File: config.mk
export PLATFORM = sky130hd
export DESIGN_NAME = mem_port_arbiter
export DESIGN_NICKNAME = d
export VERILOG_FILES = /design/src/rtl/mem_port_arbiter.sv
export SDC_FILE = /design/constraint.sdc
export NUM_CORES = 1
export LEC_CHECK = 0
export CORE_MARGIN = 1
export CORE_UTILIZATION = 30
export CTS_BUF_LIST = sky130_fd_sc_hd__clkbuf_16
export CTS_CLUSTER_SIZE = 28
export DETAILED_ROUTE_END_ITERATION = 10
export HOLD_SLACK_MARGIN = 0.1
export PLACE_DENSITY = 0.7
export SLEW_MARGIN = 10
export SYNTH_ARGS = -nofsm -noshare
export SYNTH_HDL_FRONTEND = slang
export SYNTH_SLANG_ARGS = --single-unit
File: constraint.sdc
create_clock -name clk -period 3.5 [get_ports clk]
set_input_delay 0.7 -clock clk [delete_from_list [all_inputs] [get_ports clk]]
set_output_delay 0.7 -clock clk [all_outputs]
set_load 0.03 [all_outputs]
File: src/rtl/mem_port_arbiter.sv
// Two-port arbiter and sequencer for a single-ported memory/IO target.
// Port 0 is instruction fetch and port 1 is load/store.
// One transaction is outstanding at a time: IDLE grants, ISSUE pulses dev_valid,
// WAIT collects operationOK (or times out) and RESP returns a one-cycle response.
module mem_port_arbiter #(
   parameter int               EXC_W       = 4,
   parameter int               TIMEOUT     = 16,
   parameter logic [EXC_W-1:0] EXC_TIMEOUT = 4'hF
) (
   input  logic             clk,
   input  logic             rst,
   input  logic             req0_valid,
   input  logic [31:0]      req0_addr,
   input  logic [31:0]      req0_wdata,
   input  logic [1:0]       req0_width,
   input  logic             req0_isRead,
   output logic             req0_ready,
   input  logic             req1_valid,
   input  logic [31:0]      req1_addr,
   input  logic [31:0]      req1_wdata,
   input  logic [1:0]       req1_width,
   input  logic             req1_isRead,
   output logic             req1_ready,
   output logic             resp0_valid,
   output logic [31:0]      resp0_rdata,
   output logic [EXC_W-1:0] resp0_exc,
   output logic             resp1_valid,
   output logic [31:0]      resp1_rdata,
   output logic [EXC_W-1:0] resp1_exc,
   output logic [31:0]      dev_addr,
   output logic [31:0]      dev_wdata,
   output logic [1:0]       dev_width,
   output logic             dev_isRead,
   output logic             dev_valid,
   input  logic [31:0]      dev_rdata,
   input  logic             dev_ok,
   input  logic [EXC_W-1:0] dev_exc
);

   localparam int            TW        = (TIMEOUT > 2) ? $clog2(TIMEOUT) : 1;
   localparam logic [TW-1:0] TIMER_MAX = TW'(TIMEOUT - 1);

   typedef enum logic [1:0] {
      ST_IDLE,
      ST_ISSUE,
      ST_WAIT,
      ST_RESP
   } state_t;

   state_t            r_state;
   state_t            w_nextState;
   logic              r_lastGrant;
   logic              r_grant;
   logic [31:0]       r_addr;
   logic [31:0]       r_wdata;
   logic [1:0]        r_width;
   logic              r_isRead;
   logic [TW-1:0]     r_timer;
   logic [31:0]       r_rdata;
   logic [EXC_W-1:0]  r_exc;

   logic              w_accept;
   logic              w_grantPort;
   logic              w_timedOut;
   logic              w_respValid;

   // Round-robin pick: on a tie the port that was not served last wins.
   always_comb begin
      w_grantPort = 1'b0;
      if (req0_valid && req1_valid) begin
         w_grantPort = ~r_lastGrant;
      end else if (req1_valid) begin
         w_grantPort = 1'b1;
      end
      w_accept   = (r_state == ST_IDLE) && (req0_valid || req1_valid);
      w_timedOut = (r_timer == TIMER_MAX);
      req0_ready = w_accept && !w_grantPort;
      req1_ready = w_accept && w_grantPort;
   end

   // State register; reset abandons any transaction in flight.
   always_ff @(posedge clk) begin
      if (rst) begin
         r_state <= ST_IDLE;
      end else begin
         r_state <= w_nextState;
      end
   end

   // Next-state logic and the target/response outputs decoded from the state.
   always_comb begin
      w_nextState = r_state;
      dev_valid   = 1'b0;
      dev_addr    = '0;
      dev_wdata   = '0;
      dev_width   = '0;
      dev_isRead  = 1'b0;
      w_respValid = 1'b0;
      case (r_state)
         ST_IDLE: begin
            if (w_accept) w_nextState = ST_ISSUE;
         end
         ST_ISSUE: begin
            dev_valid   = 1'b1;
            w_nextState = (dev_exc != '0) ? ST_RESP : ST_WAIT;
         end
         ST_WAIT: begin
            if (dev_ok || w_timedOut) w_nextState = ST_RESP;
         end
         ST_RESP: begin
            w_respValid = 1'b1;
            w_nextState = ST_IDLE;
         end
         default: w_nextState = ST_IDLE;
      endcase
      if (r_state != ST_IDLE) begin
         dev_addr   = r_addr;
         dev_wdata  = r_wdata;
         dev_width  = r_width;
         dev_isRead = r_isRead;
      end
      resp0_valid = w_respValid && !r_grant;
      resp1_valid = w_respValid && r_grant;
      resp0_rdata = resp0_valid ? r_rdata : '0;
      resp0_exc   = resp0_valid ? r_exc : '0;
      resp1_rdata = resp1_valid ? r_rdata : '0;
      resp1_exc   = resp1_valid ? r_exc : '0;
   end

   // Request latch, timeout counter and response capture.
   always_ff @(posedge clk) begin
      if (rst) begin
         r_lastGrant <= 1'b1;
         r_grant     <= 1'b0;
         r_addr      <= '0;
         r_wdata     <= '0;
         r_width     <= '0;
         r_isRead    <= 1'b0;
         r_timer     <= '0;
         r_rdata     <= '0;
         r_exc       <= '0;
      end else begin
         case (r_state)
            ST_IDLE: begin
               if (w_accept) begin
                  r_grant  <= w_grantPort;
                  r_addr   <= w_grantPort ? req1_addr : req0_addr;
                  r_wdata  <= w_grantPort ? req1_wdata : req0_wdata;
                  r_width  <= w_grantPort ? req1_width : req0_width;
                  r_isRead <= w_grantPort ? req1_isRead : req0_isRead;
                  r_rdata  <= '0;
                  r_exc    <= '0;
               end
            end
            ST_ISSUE: begin
               r_timer <= '0;
               if (dev_exc != '0) begin
                  r_exc   <= dev_exc;
                  r_rdata <= '0;
               end
            end
            ST_WAIT: begin
               if (dev_ok) begin
                  r_rdata <= r_isRead ? dev_rdata : 32'h0;
                  r_exc   <= '0;
               end else if (w_timedOut) begin
                  r_exc   <= EXC_TIMEOUT;
                  r_rdata <= '0;
               end else begin
                  r_timer <= r_timer + TW'(1);
               end
            end
            ST_RESP: begin
               r_lastGrant <= r_grant;
            end
            default: ;
         endcase
      end
   end

endmodule

==> flow_metrics.py, run 1 <==
metrics = {
    "timing": {
        "layout_setup_ws_ns": 0.265,
        "max_freq_mhz": 309,
        "rsz0062_at_grt": "no",
        "post-route-period-util_pct": 92.4,
        "slew_headroom_pct": 43.6,
        "min_period_ns": 3.24,
        "setup_violations": 0,
        "hold_viol_final": 0,
        "setup_tns_ns": 0,
        "drv_slew": 0,
        "worst_slew_pin_slew_ns": 0.843,
        "clock-skew-final_ns": 0.00964,
    },
    "worst_hold_path": {
        "holdCritStartpoint": "r_wdata[24]",
        "hold_depth": 2,
        "worstHoldEndpoint": "r_wdata[24]",
        "hold_path.class": "register to register",
    },
    "drt": {
        "drtIter0Drc": 505,
        "routed_via_density": 5.00,
        "route.detailed.drc": 0,
        "drt-wirelength-per-cell_um": 17.0,
        "vias": 5606,
        "drtPass1Iterations": 9,
        "drtAntennaViolNets": 0,
        "wl_um": 19100,
    },
    "cells_and_area": {
        "seq_area_mm2": 0.00222,
        "multi_input_area_mm2": 0.00292,
        "drive_above_1_share_pct": 7.02,
        "fillers": 1665,
        "n_antenna_cell": 0,
        "layout.cells.most_common": "clkdlybuf4s50_1",
        "areaGrowthSynthToFinish_pct": 65.4,
        "fin_nets": 1072,
        "final_cell_mix": "294 x clkdlybuf4s50_1, 111 x dfxtp_1, 74 x nor2_1",
        "fin_area_mm2": 0.00898,
    },
    "worst_setup_path": {
        "r2r_slack_ns": 0.83,
        "timing.rr.end": "r_wdata[16]",
        "reg2regPathDepth": 8,
        "path_cells": "ha_1 -> inv_1 -> nor2_1 -> and2_1 -> clkdlybuf4s50_1",
        "crit_fanout": 17,
        "cp_top_family": "simple AND/OR/NAND/NOR gates",
        "timing.rr.start": "r_state[0]",
        "worst_ep_arrival_time_ns": 2.54,
        "path_depth": 5,
        "end_kind": "primary output",
        "crit_path_max_incr_delay_ns": 0.68,
        "start_kind": "register",
        "cp.required_ns": 2.80,
        "path_buf_inv": 2,
        "slowest_stage": "clkdlybuf4s50_1",
        "worstSetupPathType": "register to primary output",
    },
    "cts": {
        "clkTransAtPathRegs_ns": 0.07,
        "clock-sinks": 111,
        "cts_made_buffers": 9,
        "cts_resized": 0,
        "clk_path_buf_depth": 2,
        "cts_root_buf": "clkbuf_16",
        "cts_tree": "built",
        "post_cts_buffers": 0,
        "cts_max_level": 3,
        "postCtsHoldBufs": 0,
        "worstSkewPairLatency_ns": 0.35,
    },
    "synthesis": {
        "yosysWarnings": 0,
        "synth_xor_area_share_pct": 0.323,
        "yosysSeqAreaShare_pct": 40.9,
        "syn_nets": 788,
        "synthAdderAreaFrac_pct": 1.15,
        "ys_seq_elements": 111,
        "netlist_instances": 608,
        "synth_compound_area_share_pct": 14.8,
        "synthDistinctLibCells": 34,
        "netlist_area_mm2": 0.00543,
        "synth_top_family_by_area": "simple AND/OR/NAND/NOR gates",
        "synthMuxAreaShare_pct": 6.91,
        "synth-simple-area-share_pct": 30.1,
        "syn_avg_cell_area_um2": 8.93,
    },
    "placed_design": {
        "port_buffers": 318,
        "post-place-ws_ns": 0.572,
        "dp.final_hpwl_um": 13400,
        "gp_congestion": 0.742,
        "place_area_mm2": 0.00869,
    },
    "floorplanning": {
        "core-area_mm2": 0.0175,
        "die_height_um": 137,
        "io_pins": 319,
        "die_w_um": 137,
        "rows": 48,
        "dieArea_mm2": 0.0186,
        "initial_core_util_pct": 31.1,
    },
    "global_routing": {
        "grt-ovfl-total": 0,
        "grt_pass1_vias": 5374,
        "antenna_found_initial": 0,
        "grt_usage_pct": 19.4,
        "grt_max_degree": 69,
        "grt_pass1_wl_um": 28200,
    },
    "run_status": {
        "status": "completed",
    },
    "run": {
        "cap_viol_max_count": 0,
    },
    "power": {
        "ir_drop_mv": 0.275,
        "power_w": 0.00531,
        "power.leakage_nw": 3.50,
        "power_density_mw_per_mm2": 592,
    },
}
## cells by family after synthesis
kind of cell	Yosys count
xor+xnor	2
fa+ha+maj	5
compound gates	85
buf+inv	63
simple gates	305
flops	111
mux	37
## worst max-delay path by stage
stage / start / end / slack [ns]
after global placement: r_state[1] / resp0_rdata[1] / 0.68
after CTS: r_state[1] / resp0_rdata[3] / 0.18
final: r_state[1] / resp0_rdata[3] / 0.26
after floorplan: r_state[1] / resp0_exc[0] / 1.14
after detailed placement: r_state[1] / resp0_rdata[3] / 0.57
after global routing: r_state[1] / resp0_rdata[10] / 0.05
## synth_stat cells
cell	count	area, um2
dfxtp_1	111	2220
nor2_1	74	278
nor2b_1	72	450
a222oi_1	67	671
nand2_1	39	146
and2_1	37	231
and3_1	37	231
clkbuf_1	37	139
nand2b_1	34	213
mux2i_1	33	330
buf_2	16	80.1
a21oi_1	8	40.0
ha_1	5	62.6
inv_1	4	15.0
mux2_2	4	45.0
nor3_1	4	20.0
buf_12	3	60.1
buf_4	3	22.5
nand3_1	3	15.0
a21oi_2	2	17.5
o21ai_1	2	10.0
a211o_1	1	8.76
a21boi_0	1	7.51
a22oi_4	1	21.3
a31oi_1	1	6.26
and2b_1	1	7.51
and4b_1	1	10.0
nand2_4	1	11.3
nand3_2	1	10.0
nand3b_1	1	7.51
o21ai_0	1	5.00
o41ai_2	1	16.3
xnor2_1	1	8.76
xor2_1	1	8.76
## stage by stage
stage / util (%) / hold WS [ns] / std cells
floorplan: - / 0.456 / 608
global placement: 49.7 / 0.469 / 1106
detailed placement: 49.7 / 0.475 / 1106
CTS: 51.4 / 0.492 / 1122
global route: 51.4 / 0.503 / 1122
finish: 51.4 / 0.491 / 1122
## final cells by class
type / count / area share [%]
Sequential cell: 111 / 24.7
Clock buffer: 9 / 2.51
Clock inverter: 7 / 0.711
Inverter: 4 / 0.167
Timing Repair Buffer: 332 / 36.2
Tap cell: 225 / 3.14
Multi-Input combinational cell: 434 / 32.5
## worst min-delay path, delay by kind of cell (launching register included)
family             cells  cell delay, ns
DFF                    1            0.32
and+or+nand+nor        1            0.08
AOI/OAI and AO/OA      1            0.06
## sequential cells by signal, summed over array words and instances, names as in the netlist
signal,count
r_isRead,1
r_width,2
r_addr,32
r_rdata,32
r_lastGrant,1
r_exc,4
r_grant,1
r_timer,4
r_wdata,32
r_state,2
## per-layer routing
metal  routed length (um)  global-route usage, %
met1                 7720                   22.7
met3                 1570                   4.67
met5                    0                      0
met2                 9460                   34.3
met4                  310                   6.23
## where the power goes
part / leakage, nW / total, W / switching (W) / internal [W]
Clock: 0.146 / 0.00103 / 0.000477 / 0.000552
Combinational: 2.45 / 0.00271 / 0.00155 / 0.00116
Sequential: 0.906 / 0.00158 / 0.000108 / 0.00147
Note: power is estimated with default switching activity, not from simulation.
==> run 2: changes to the inputs <==
- CAP_MARGIN: unset -> 20
==> results of run 2 <==
Same layout as run 1: the final DEF is identical, and so are final timing and power.
